--- src/rtl/round_timer_ctrl.sv ---
// Phase timer scheduler for the game-state controller: turns the per-frame tick
// into the Ready/DiveKick/Playing/Pause2 timers and keeps the round counter.
module round_timer_ctrl #(
  parameter int FRAMES_PER_SEC = 60,
  parameter int ROUND_SECONDS  = 9
) (
  input  logic       Clk,
  input  logic       Reset,
  input  logic       frame_tick,
  input  logic [3:0] gameState,
  output logic [3:0] gameTime,
  output logic [1:0] readyTime,
  output logic [1:0] DiveKickTime,
  output logic [1:0] pauseTime,
  output logic [3:0] round_num
);

  localparam int CW = (FRAMES_PER_SEC > 1) ? $clog2(FRAMES_PER_SEC) : 1;
  localparam logic [CW-1:0] LIM_FULL = CW'(FRAMES_PER_SEC - 1);
  localparam logic [CW-1:0] LIM_HALF = CW'(FRAMES_PER_SEC / 2 - 1);
  localparam logic [3:0] ROUND_INIT = 4'(ROUND_SECONDS);

  localparam logic [3:0] S_TITLE  = 4'd0;
  localparam logic [3:0] S_PLAY   = 4'd3;
  localparam logic [3:0] S_PAUSE2 = 4'd6;
  localparam logic [3:0] S_READY  = 4'd8;
  localparam logic [3:0] S_DIVE   = 4'd9;

  logic [3:0]    r_prev_state;
  logic [CW-1:0] r_frame_cnt;

  logic          w_entry;
  logic          w_timed;
  logic [CW-1:0] w_limit;
  logic          w_period;

  always_comb begin
    w_entry  = (gameState != r_prev_state);
    w_timed  = (gameState == S_PLAY) || (gameState == S_PAUSE2) ||
               (gameState == S_READY) || (gameState == S_DIVE);
    w_limit  = (gameState == S_DIVE) ? LIM_HALF : LIM_FULL;
    // An entry on a tick cycle swallows the tick.
    w_period = w_timed && !w_entry && frame_tick && (r_frame_cnt == w_limit);
  end

  always_ff @(posedge Clk) begin
    if (Reset) begin
      r_prev_state <= S_TITLE;
      r_frame_cnt  <= '0;
    end else begin
      r_prev_state <= gameState;
      if (w_entry || !w_timed)
        r_frame_cnt <= '0;
      else if (frame_tick)
        r_frame_cnt <= w_period ? '0 : r_frame_cnt + 1'b1;
    end
  end

  always_ff @(posedge Clk) begin
    if (Reset) begin
      readyTime    <= 2'd0;
      DiveKickTime <= 2'd0;
      pauseTime    <= 2'd0;
    end else begin
      if (gameState != S_READY)
        readyTime <= 2'd0;
      else if (w_period && readyTime != 2'd3)
        readyTime <= readyTime + 2'd1;

      if (gameState != S_DIVE)
        DiveKickTime <= 2'd0;
      else if (w_period && DiveKickTime != 2'd3)
        DiveKickTime <= DiveKickTime + 2'd1;

      if (gameState != S_PAUSE2)
        pauseTime <= 2'd0;
      else if (w_period && pauseTime != 2'd3)
        pauseTime <= pauseTime + 2'd1;
    end
  end

  // gameTime holds outside Playing so the final time stays on screen.
  always_ff @(posedge Clk) begin
    if (Reset) begin
      gameTime  <= ROUND_INIT;
      round_num <= 4'd0;
    end else begin
      if (gameState == S_TITLE || (gameState == S_READY && w_entry))
        gameTime <= ROUND_INIT;
      else if (gameState == S_PLAY && w_period && gameTime != 4'd0)
        gameTime <= gameTime - 4'd1;

      if (gameState == S_TITLE)
        round_num <= 4'd0;
      else if (gameState == S_READY && w_entry && round_num != 4'd15)
        round_num <= round_num + 4'd1;
    end
  end

endmodule

--- config.mk ---
export PLATFORM = sky130hd
export DESIGN_NAME = round_timer_ctrl
export DESIGN_NICKNAME = d
export VERILOG_FILES = /design/src/rtl/round_timer_ctrl.sv
export SDC_FILE = /design/constraint.sdc
export NUM_CORES = 1
export LEC_CHECK = 0
export ABC_AREA = 1
export CAP_MARGIN = 20
export CORE_UTILIZATION = 40
export DETAILED_ROUTE_END_ITERATION = 10
export PLACE_DENSITY = 0.6
export SLEW_MARGIN = 20
export SYNTH_ARGS = -nofsm -noshare
export SYNTH_HDL_FRONTEND = slang
export SYNTH_SLANG_ARGS = --single-unit
--- constraint.sdc ---
create_clock -name Clk -period 1.4 [get_ports Clk]
set_input_delay 0.28 -clock Clk [delete_from_list [all_inputs] [get_ports Clk]]
set_output_delay 0.28 -clock Clk [all_outputs]
set_load 0.01 [all_outputs]
* Word-level counts from Yosys, hierarchy flattened
Index checks and enable logic that the tools add are counted.
** Operators by class
- Add/sub/neg operators :: 6
- Equality and inequality tests :: 13
- Muxes and demuxes :: 2
- Reduce and logical (&&, ||, !) cells :: 25
** Operator list (number)
- 6-bit 2-to-1 mux :: 2
- 4-bit inequality test (second input constant) :: 3
- 2-bit OR reduction :: 6
- 1-bit logical AND :: 10
- 4-bit equality test (second input constant) :: 2
- 2-bit by 1-bit adder with 2-bit output (second input constant) :: 3
- 6-bit by 1-bit adder with 6-bit output (second input constant) :: 1
- 6-bit equality test :: 1
- 2-bit inequality test (second input constant) :: 3
- 1-bit logical OR :: 5
- 4-bit by 1-bit adder with 4-bit output (second input constant) :: 1
- 4-bit by 2-bit equality test with 1-bit output (second input constant) :: 1
- 4-bit by 3-bit equality test with 1-bit output (second input constant) :: 1
- 4-bit logical NOT :: 1
- 4-bit by 3-bit inequality test with 1-bit output (second input constant) :: 1
- 4-bit inequality test :: 1
- 4-bit nonzero test :: 1
- 4-bit by 1-bit subtractor with 4-bit output (second input constant) :: 1
- 1-bit logical NOT :: 2
** Storage, ports and cells
- Flip-flop bits (word level) :: 24
- Input port bits :: 7
- Output and inout bits :: 14
- Word-level logic and storage cells :: 53

* Depth between registers and ports, before layout
- Word-level depth :: 9
- Gate-level depth with buffers :: 10
- Mapped depth without buffers :: 10

* Worst setup path before layout
Ideal clock, no wire load.
- Kind :: reg-to-reg
- Start point :: reg gameTime[0]
- End point :: reg gameTime[2]
- Library setup time :: 0.115 ns
- Arrival :: 1.255 ns
- Path slack :: 0.031 ns
- Stages on the path, launching flop included :: 7
- Buffers on the path :: 0
- Cell sequence :: dfxtp_1 -> inv_1 -> ha_1 -> a21oi_1 -> nand3_1 -> nand2_1 -> a21oi_2
** Between the ends
- Word-level cells in the longest chain between the ends :: 2
- Elaborated cells on any way between the ends :: 3
- Those cells by class :: add/sub: 1; reduce/logical: 2
** RTL lines
- start, declared :: line 11 : output logic [3:0] gameTime,
- start signal, assigned :: line 91 : gameTime <= gameTime - 4'd1;
- branches (longest 2 deep; another with 4-bit by 1-bit subtractor with 4-bit output)
Several ways; the timed one is not identified.
A chain may end at the register's enable or synchronous reset.

* Worst setup path after layout
- Start point :: in frame_tick
- End point :: reg pauseTime[0]
** Between the ends
- Word-level cells in the longest chain between the ends :: 3
** RTL lines
- start, declared :: line 9 : input logic frame_tick,
- 1-bit logical AND (2 in series) :: line 43 : w_period = w_timed && !w_entry && frame_tick && (r_frame_cnt == w_limit);
- 1-bit logical AND :: line 77 : else if (w_period && pauseTime != 2'd3)
- end signal, assigned :: line 78 : pauseTime <= pauseTime + 2'd1;
- end, declared :: line 14 : output logic [1:0] pauseTime,
No other way between the ends.

==> impl_summary.md <==
Run status
The flow ran to the end, and the final reports show no timing, DRC or antenna violations.

Yosys
In the post-synthesis netlist, the cell with the most instances is sky130_fd_sc_hd__nand2_1. When the netlist entered floorplanning its net count stood at roughly 210. The top cell type's share of synthesized area is 0.343.

The post-synthesis cell type with the largest combined area is sky130_fd_sc_hd__dfxtp_1. Synthesis produced approximately 200 cells. The synthesis-stage register bit count is 24. The synthesized cell area is ~0.0014 sq mm.

For this run, asynchronously set or reset flops after synthesis account for 0. After synthesis, the mean cell area works out to 7.08 sq um. Yosys printed 0 warnings. The primary flip-flop cell chosen by synthesis mapping is sky130_fd_sc_hd__dfxtp_1. Yosys mapped the design onto 28 distinct sky130hd cell types. The commonest cells after synthesis are sky130_fd_sc_hd__nand2_1, sky130_fd_sc_hd__dfxtp_1, sky130_fd_sc_hd__inv_1, sky130_fd_sc_hd__nand3_1, sky130_fd_sc_hd__nor2_1. The number of enable flip-flop cells after synthesis is 0. Of the synthesized area, sequential elements account for 0.343. Yosys attributes the largest share of cell area to sky130_fd_sc_hd__dfxtp_1, sky130_fd_sc_hd__nand2_1, sky130_fd_sc_hd__nand3_1.

Setup path
For this run, the slowest stage of the critical path takes 0.47 ns. The required time of the critical path is between 1.5 and 2 ns. The kind of cell with the highest combined delay on the critical path is simple AND/OR/NAND/NOR gates.

On the critical path, the stage with the largest delay is an instance of sky130_fd_sc_hd__clkdlybuf4s50_1. The worst setup path is launched from an input port. The worst path buffer plus inverter count is 2. The highest net fanout along the worst path is 5. The worst setup path is captured at a flop. The arrival time of data at the critical path endpoint is 1.60 ns. The critical path goes through clkdlybuf4s50_1, nand2_1, nor2_4, nand2_2, nor2_4, buf_6, nand3_1, nand2_1, a21oi_1. In this run the register-to-register setup slack is around 0.040 ns.

The critical path class is input port to flop.

STA
Setup repair after global routing could not meet its margin everywhere. Setup total negative slack on the finished layout was measured at 0 ns. For the pin with the worst max-slew slack, the measured transition is around 0.26 ns. Measured against its own limit, the worst slew margin works out to 0.823. Setup violations remaining at the end of the flow were counted as 0. The count of final max-slew check failures is 0. The post-route clock period utilization is 0.987. The routed design could run at a clock period as short as ~1.4 ns. The final worst slack is 0.0183 ns. The total count of hold-check failures in the final report is 0. Based on the critical path, the design can be clocked at up to 0.724 GHz. The worst clock skew is roughly 0.020 ns.

Global routing
The total grt overflow is 0. The maximum number of pins on one net before global-route repair is 15. For met1 alone, demand over resource in global routing was 0.229. The met3 capacity usage during global routing is 0.0231. The global-route met2 utilization is 0.331.

The most heavily used metal layer in global routing is met2. The number of global-route vias before repair is about 1.3k. The initial antenna violation count is 0. The overall track demand over capacity in global routing is 0.187. The first global-routing pass estimated 5290 um of wire.

Power and ir drop
The total power is ~0.0014 W. The total power per unit cell area is approximately 660 mW/mm^2. The share of total power dissipated in sequential elements is 0.508. IR analysis of the VDD net gives a maximum drop of 0.000575 V.

The portion of total power attributed to combinational logic is 0.109. The analysis attributes to cell leakage a power of ~0.87 nW. The internal portion of the total power is between 0.001 and 0.0015 W. The share of power burned in the clock network is 0.383. In this run the power spent charging and discharging nets is between 0.0003 and 0.0004 W.

The switching part of the total is 0.234.

Clock network
The H-tree depth reported by CTS is 1. TritonCTS built the clock tree. The number of buffers between clock root and the deepest sink is 2. The number of sinks handled by clock tree synthesis is 24.

The number of clock buffers inserted by TritonCTS is 3. The source-to-sink clock delay at the later pin of the worst-skew pair is around 0.33 ns. The root buffer selected by CTS is sky130_fd_sc_hd__clkbuf_4. Buffers inserted to repair hold after CTS numbered 0.

Clock-pin slew was measured on the worst setup and hold paths at around 0.13 ns.

Die
The horizontal extent of the die is 61.2 um. The floorplan step set the die height to between 60 and 70 um. The total number of placement rows is 21. The floorplan step defined a core boundary enclosing approximately 0.0033 sq mm. 21 I/O pins were placed.

The floorplan die area is 0.00375 sq mm. The starting density of the core is 0.420.

Job
Across the run, the number of max-cap violations was 0.

Finish
The repair_antennas step left the layout with diodes totalling 0. The final net count is roughly 270. Of the cells placed in the final design, the portion with a size suffix greater than 1 is 0.394. From synthesis to final layout, the design area changed by 46.8%. The finished cells cover between 0.002 and 0.0025 sq mm.

Route
After detailed routing, the number of vias per cell comes to 4.67. Detailed routing inserted a total of between 1k and 1.5k vias. After detailed routing, the number of remaining DRC violations is 0. The remaining antenna violation count is 0.

The routed design has 3210 um of wire. The mean routed wirelength per cell is roughly 11 um. The DRC violation total after the first TritonRoute iteration is 53. The first-pass detailed-route iteration total is 4.

Place
The cell area after placement is between 0.0015 and 0.002 sq mm. The HPWL after detailed placement is ~2400 um. Input and output buffers added on the ports amount to 20. Before CTS, the worst setup slack after placement is -0.598 ns. Routability-driven placement finished with a final weighted congestion of ~0.78.

Min path
The worst hold path belongs to the class input port to flop.
## final cells by class
cell class	count	area, sq um
well taps	46	57.6
clock inverters	1	30.0
repair buffers	54	438
multi-input cells	141	886
clock buffers	3	22.5
inverters	31	116
flip-flops and latches	24	509
fillers	322	1280
## routing by layer
layer / wire length, um / part of all wire / vias up
li1: - / - / 743
met4: 53 / 0.017 / 0
met3: 82 / 0.026 / 6
met2: 1570 / 0.49 / 16
met5: 0 / 0 / -
met1: 1500 / 0.47 / 635
## kinds of logic after synthesis
group	after synthesis	share of synthesized area
adder cells (fa/ha/maj)	6	0.0535
flip-flops	24	0.343
AO/OA/AOI/OAI	15	0.0678
buffers and inverters	34	0.0990
AND/OR/NAND/NOR	110	0.381
XOR/XNOR	9	0.0562
## power by group through the flow
stage	Clock [W]	Sequential (W)	Combinational (W)
after detailed placement	0	0.000710	0.000146
after floorplan	0	0.000709	0.0000746
after global routing	0.000567	0.000690	0.000162
final	0.000520	0.000689	0.000148
after global placement	0	0.000709	0.000144
after CTS	0.000529	0.000692	0.000145
## path summary, 6_finish.rpt
kind | from | cells after the start | end
max | frame_tick | 9 | pauseTime[0]
min | gameState[2] | 4 | r_prev_state[2]
max reg2reg | r_frame_cnt[1] | 10 | pauseTime[0]
min reg2reg | pauseTime[0] | 2 | pauseTime[0]
## sequential cells by signal, summed over array words and instances (netlist names)
register,count
r_frame_cnt,6
readyTime,2
round_num,4
gameTime,4
pauseTime,2
DiveKickTime,2
r_prev_state,4
## placed cells by master, fill, tap and decap left out, drive strengths merged
cell type      Yosys  routed
bufinv             0       1
and2               1       1
inv               30      30
buf                2      34
dlygate4sd2        0      16
clkinv             1       1
ha                 6       6
xor2               6       6
clkbuf             1       4
clkdlybuf4s15      0       1
clkdlybuf4s50      0       2
dfxtp             24      24
or2                1       1
nor4               1       1
nand3             25      25
nand4              5       5
nor2              29      30
a21oi             14      14
nand3b             1       1
nor3               4       4
a31oi              1       1
nand2             43      43
xnor2              3       3
## worst min-delay path, cell delays in order
cell and delay (ns):
sky130_fd_sc_hd__clkbuf_2 0.14, sky130_fd_sc_hd__inv_2 0.09, sky130_fd_sc_hd__buf_4 0.10, sky130_fd_sc_hd__nor2_1 0.03
## metrics by stage
stage                     hold slack (ns)  utilization  instances
final                               0.336        0.617        300
after global routing                0.356        0.617        300
after global placement              0.475        0.555        288
after floorplan                     0.398            -        198
after CTS                           0.403        0.584        297
after detailed placement            0.489        0.555        288
## what timing repair did
| item | 4_1_cts | 5_1_grt |
|---|---|---|
| endpoints found under the setup margin | 34 | 20 |
| gates cloned | 0 | 1 |
| buffers inserted | 5 | 3 |
| resized for setup | 36 | 34 |
| pin swaps | 1 | 12 |
Note: power is estimated with default switching activity, not from simulation.
